File: src/rtl/clint.sv
// Core-local interruptor: msip, mtimecmp and a prescaled 64-bit mtime
// behind a single-outstanding valid/ready register port.
module clint #(
  parameter int unsigned TICK_DIV = 1
) (
  input  logic        clock,
  input  logic        reset,
  input  logic        req_valid,
  output logic        req_ready,
  input  logic        req_write,
  input  logic [15:0] req_addr,
  input  logic [31:0] req_wdata,
  input  logic [3:0]  req_wstrb,
  output logic        resp_valid,
  input  logic        resp_ready,
  output logic [31:0] resp_rdata,
  output logic        resp_err,
  output logic        timer_int,
  output logic        soft_int
);

  typedef enum logic {
    IDLE,
    RESP
  } state_t;

  localparam logic [15:0] PRESC_MAX = 16'(TICK_DIV - 1);

  state_t      state;
  state_t      state_next;
  logic [15:0] presc;
  logic [15:0] presc_next;
  logic [63:0] mtime;
  logic [63:0] mtime_next;
  logic [63:0] mtimecmp;
  logic [63:0] cmp_next;
  logic        msip;
  logic        msip_next;

  logic        accept;
  logic        wr;
  logic        tick;
  logic [13:0] word;
  logic        sel_msip;
  logic        sel_cmp_lo;
  logic        sel_cmp_hi;
  logic        sel_time_lo;
  logic        sel_time_hi;
  logic        mapped;
  logic [31:0] rdata;
  logic        addr_unused;

  function automatic logic [31:0] merge(
    input logic [31:0] old,
    input logic [31:0] data,
    input logic [3:0]  strb
  );
    logic [31:0] res;
    for (int i = 0; i < 4; i++) begin
      res[8*i +: 8] = strb[i] ? data[8*i +: 8] : old[8*i +: 8];
    end
    return res;
  endfunction

  assign addr_unused = ^req_addr[1:0];
  assign word        = req_addr[15:2];
  assign sel_msip    = (word == 14'h0000);
  assign sel_cmp_lo  = (word == 14'h1000);
  assign sel_cmp_hi  = (word == 14'h1001);
  assign sel_time_lo = (word == 14'h2ffe);
  assign sel_time_hi = (word == 14'h2fff);
  assign mapped      = sel_msip | sel_cmp_lo | sel_cmp_hi
                     | sel_time_lo | sel_time_hi;

  assign req_ready  = (state == IDLE);
  assign resp_valid = (state == RESP);
  assign accept     = req_valid && req_ready;
  assign wr         = accept && req_write;
  assign soft_int   = msip;

  always_comb begin
    state_next = state;
    unique case (state)
      IDLE: if (req_valid) state_next = RESP;
      RESP: if (resp_ready) state_next = IDLE;
    endcase
  end

  always_comb begin
    rdata = '0;
    unique case (1'b1)
      sel_msip:    rdata = {31'd0, msip};
      sel_cmp_lo:  rdata = mtimecmp[31:0];
      sel_cmp_hi:  rdata = mtimecmp[63:32];
      sel_time_lo: rdata = mtime[31:0];
      sel_time_hi: rdata = mtime[63:32];
      default:     rdata = '0;
    endcase
  end

  assign tick       = (presc == PRESC_MAX);
  assign presc_next = tick ? '0 : presc + 16'd1;

  // A software write to either mtime half takes the place of that
  // cycle's increment; the prescaler keeps running regardless.
  always_comb begin
    msip_next  = msip;
    cmp_next   = mtimecmp;
    mtime_next = tick ? mtime + 64'd1 : mtime;
    if (wr) begin
      unique case (1'b1)
        sel_msip: begin
          if (req_wstrb[0]) msip_next = req_wdata[0];
        end
        sel_cmp_lo: begin
          cmp_next[31:0] = merge(mtimecmp[31:0], req_wdata, req_wstrb);
        end
        sel_cmp_hi: begin
          cmp_next[63:32] = merge(mtimecmp[63:32], req_wdata, req_wstrb);
        end
        sel_time_lo: begin
          mtime_next = {mtime[63:32],
                        merge(mtime[31:0], req_wdata, req_wstrb)};
        end
        sel_time_hi: begin
          mtime_next = {merge(mtime[63:32], req_wdata, req_wstrb),
                        mtime[31:0]};
        end
        default: ;
      endcase
    end
  end

  always_ff @(posedge clock) begin
    if (!reset) begin
      state      <= IDLE;
      presc      <= '0;
      mtime      <= '0;
      mtimecmp   <= '1;
      msip       <= 1'b0;
      timer_int  <= 1'b0;
      resp_rdata <= '0;
      resp_err   <= 1'b0;
    end else begin
      state     <= state_next;
      presc     <= presc_next;
      mtime     <= mtime_next;
      mtimecmp  <= cmp_next;
      msip      <= msip_next;
      timer_int <= (mtime >= mtimecmp);
      if (accept) begin
        resp_rdata <= req_write ? '0 : rdata;
        resp_err   <= !mapped;
      end
    end
  end

endmodule

File: config.mk
export PLATFORM = sky130hd
export DESIGN_NAME = clint
export DESIGN_NICKNAME = d
export VERILOG_FILES = /design/src/rtl/clint.sv
export SDC_FILE = /design/constraint.sdc
export NUM_CORES = 1
export LEC_CHECK = 0
export BUFFER_PORTS_ARGS = -buffer_cell sky130_fd_sc_hd__buf_2
export CAP_MARGIN = 20
export CELL_PAD_IN_SITES_DETAIL_PLACEMENT = 0
export CELL_PAD_IN_SITES_GLOBAL_PLACEMENT = 1
export CORE_UTILIZATION = 30
export CTS_CLUSTER_SIZE = 10
export DETAILED_ROUTE_END_ITERATION = 10
export PLACE_DENSITY = 0.63
export SYNTH_ARGS = -nofsm -noshare
export SYNTH_HDL_FRONTEND = slang
export SYNTH_SLANG_ARGS = --single-unit
File: constraint.sdc
create_clock -name clock -period 2.5 [get_ports clock]
set_input_delay 0.25 -clock clock [delete_from_list [all_inputs] [get_ports clock]]
set_output_delay 0.25 -clock clock [all_outputs]
set_load 0.03 [all_outputs]
==> results.md <==
- Chip Width: 192 um
- Met2 GRT Util: 34.2%
- CP required: 2.91 ns
- FMAX: 0.409 GHz
- Comb pwr share: 5.6%
- Status: complete, no violations
- Post-Syn Area: 10,800 um2
- Slew Viols, Final: 0
- Tcrit/Tclk final: 97.9%
- Tightest Pin Transition: 0.935 ns
- Area Overhead vs Synth: 22.1%
- Synth top area share: 33.4%
- Critical Path Start Type: flop
- Post-Syn Nets: 1,446
- Antenna cells: 0
- Number of synthesized flops with an enable pin: 0
- Ports: 94
- Total global routing overflow: 0
- Vias in the first global route: 10,404
- Cells after DPL: 1,921
- # rows: 69
- CTS H-Tree Depth: 4
- WS Path Type: flop to flop
- Ys Warns: 0
- Hold crit path type: input port to flop
- Largest net degree at the start of global routing: 47
- Post-Route WL: 39.6 mm
- CTS clk-pin slew, worst paths: 0.07 ns
- Global-route wire length before repair: 61.0 mm
- Clk_skew: 0.0119 ns
- GR Util met1: 30.5%
- Clock share of power: 45.5%
- Initial drt markers: 718
- Share of cells above drive strength 1: 19.2%
- Met3 Usage GRT: 3.40%
- Vias per inst: 5.53
- Post-synth cell types: 65
- Drt drc: 0
- Total power per unit cell area: 447 nW/um2
- Clock root cell: clkbuf_16
- Mean post-synth cell area: 8.16 um2
- Sequential-to-total area share from yosys stat: 33.4%
- Setup TNS: 0 ns
- Worst-path maximum fanout: 2
- Via count: 10,818
- Switch share: 25.8%
- TritonRoute pass-1 iters: 6
- ANT nets after route: 0
- Post-DP HPWL: 29.9 mm
- Gr busiest metal: met2
- Clk_lat worst skew: 0.46 ns
- Post-synth ARST share: 0%
- Worst slew margin: 37.6%
- Reg power frac: 48.9%
- Worst EP arrival: 2.85 ns
- Synth area leader: dfxtp_1
- Gr usage total: 22.0%
- Top_reg_cell synth: dfxtp_1
- Synth Instances: 1,322
- Die ar.: 36,700 um2
- Final core utilization: 37.1%
- Setup violators final: 0
- Post-synth top cells: 180 x dfxtp_1, 166 x nand2_1, 81 x inv_1, 73 x o211ai_1, 70 x nor2_1
- MaxCap Viol Count: 0
- Initial antenna violation count: 0
- Number of port buffers: 91
- Fillers: 3,656
- Longest Clk Path Bufs: 2
- Core area: 35,500 um2
- Leakage: 0.00569 uW
- # clock sinks: 180
- P_int: 4370 uW
- Hold slack final: 0.0738 ns
- Unrepaired setup endpoints after global routing: yes
- Min Tclk post-route: 2.45 ns
- Crit end category: flop
- Die Ht: 192 um
- CTS tree: yes
- Wire per inst: 20.2 um
- Count leader, synth: dfxtp_1
- Worst setup margin: 0.0530 ns
- Final std cells w/o fill: 1,958
- Initial Util: 30.4%
- Final-stage net count: 1,610
- Hold Vio Cnt, Final: 0
- Inserted Clock Buffers: 17
- Seq cells post-synth: 180
- Placer Congestion: 0.918
- Synth area leaders: dfxtp_1 33%, ha_1 7.8%, mux2i_1 6.4%
- VDD IR-drop max: 0.510 mV
- Pre-CTS setup slack: -0.102 ns
- Sw Pwr: 1520 uW
==> cells by family (layout without fill, tap and decap cells) <==
logic type	Yosys count	count (layout)	synth area share, %
buf+inv	145	320	5.06
fa+ha+maj	67	67	7.77
flops	180	180	33.4
xor+xnor	22	22	1.79
compound gates	348	348	22.0
mux	76	76	7.14
simple gates	484	484	22.8
==> critical path, cell delays in order, from the launching register on <==
cell and delay (ns):
dfxtp_1 0.33, inv_1 0.06, ha_1 0.30, nand4_1 0.22, or4_4 0.61, a221o_1 0.33, a311o_1 0.29, a41oi_2 0.13
o21a_1 0.12
==> layout by cell type (no fill, tap or decap), types with 5 or more instances in the layout <==
master      instances
a31oi_1            23
dfxtp_2             7
buf_2              90
nand2_1           165
nand2b_1            5
o31ai_1             5
nand4_1            33
nor4_1             27
a31o_2              6
nand3_1            59
o21ai_0            41
and4_1             10
mux2i_1            69
clkbuf_16          17
or4_1               6
ha_1               66
a21o_1             13
xor2_1              8
buf_4             113
o22ai_1            32
clkinvlp_4          5
or3_1              10
nor3_1             23
xnor2_1            14
dfxtp_1           173
nor2b_1             8
mux2_2              7
a22o_1             32
inv_1              81
a2bb2oi_1           5
a21oi_1            69
a211oi_1           11
o211ai_1           73
nor2_1             66
and3_1             24
and2_1             15
==> state kept, by name, indices dropped and copies added, names as in the netlist <==
| name | count |
|---|---|
| presc | 16 |
| resp_err | 1 |
| resp_rdata | 32 |
| timer_int | 1 |
| mtimecmp | 64 |
| soft_int | 1 |
| resp_valid | 1 |
| mtime | 64 |
==> metal layers <==
metal  share of wire [%]  wire [um]  vias to the layer above
met2                  44      17500                      312
met1                  48      19000                     5177
li1                    -          -                     5267
met4                 2.6       1020                        0
met5                   0          0                        -
met3                 5.2       2050                       62
==> metrics by stage <==
step	instance area, um2	total power (uW)
after floorplan	10800	3100
after global placement	12500	3270
after detailed placement	12500	3270
after CTS	13000	5940
after global routing	13200	6080
final	13200	5880
==> repair_timing <==
| action | in CTS | in global routing |
|---|---|---|
| endpoints found under the hold margin | 1 | 0 |
| gates resized for setup | 1 | 25 |
| pin swaps | 2 | 11 |
| endpoints found under the setup margin | 1 | 25 |
| hold buffers | 1 | 0 |
| buffers inserted | 0 | 6 |
==> power by group through the flow <==
stage	registers, uW	clock network (uW)	logic (uW)
2_1_floorplan	2950	0	147
3_3_place_gp	2940	0	326
3_5_place_dp	2940	0	327
4_1_cts	2880	2740	329
5_1_grt	2870	2860	353
6_report	2880	2680	329
==> worst paths after layout <==
path | depth (start not counted) | end | startpoint | slack, ns
max | 8 | timer_int$_SDFF_PN0_ | mtimecmp[14]$_SDFFE_PN1P_ | 0.05
min | 3 | mtime[29]$_SDFFE_PN0P_ | req_wdata[29] | 0.07
max reg2reg | 8 | timer_int$_SDFF_PN0_ | mtimecmp[14]$_SDFFE_PN1P_ | 0.05
min reg2reg | 1 | resp_rdata[21]$_SDFFE_PN0P_ | resp_rdata[21]$_SDFFE_PN0P_ | 0.47
==> layout make-up <==
class                      instances  area, um2  area share, %
sequential                       180       3610           27.4
timing repair buffer             209       1380           10.5
inverter                          81        304           2.31
clock buffer                      18        439           3.34
multi-input combinational        997       6740           51.2
clock inverter                    12        109          0.827
tap                              461        577           4.38
Power figures use the tool's default switching activity.
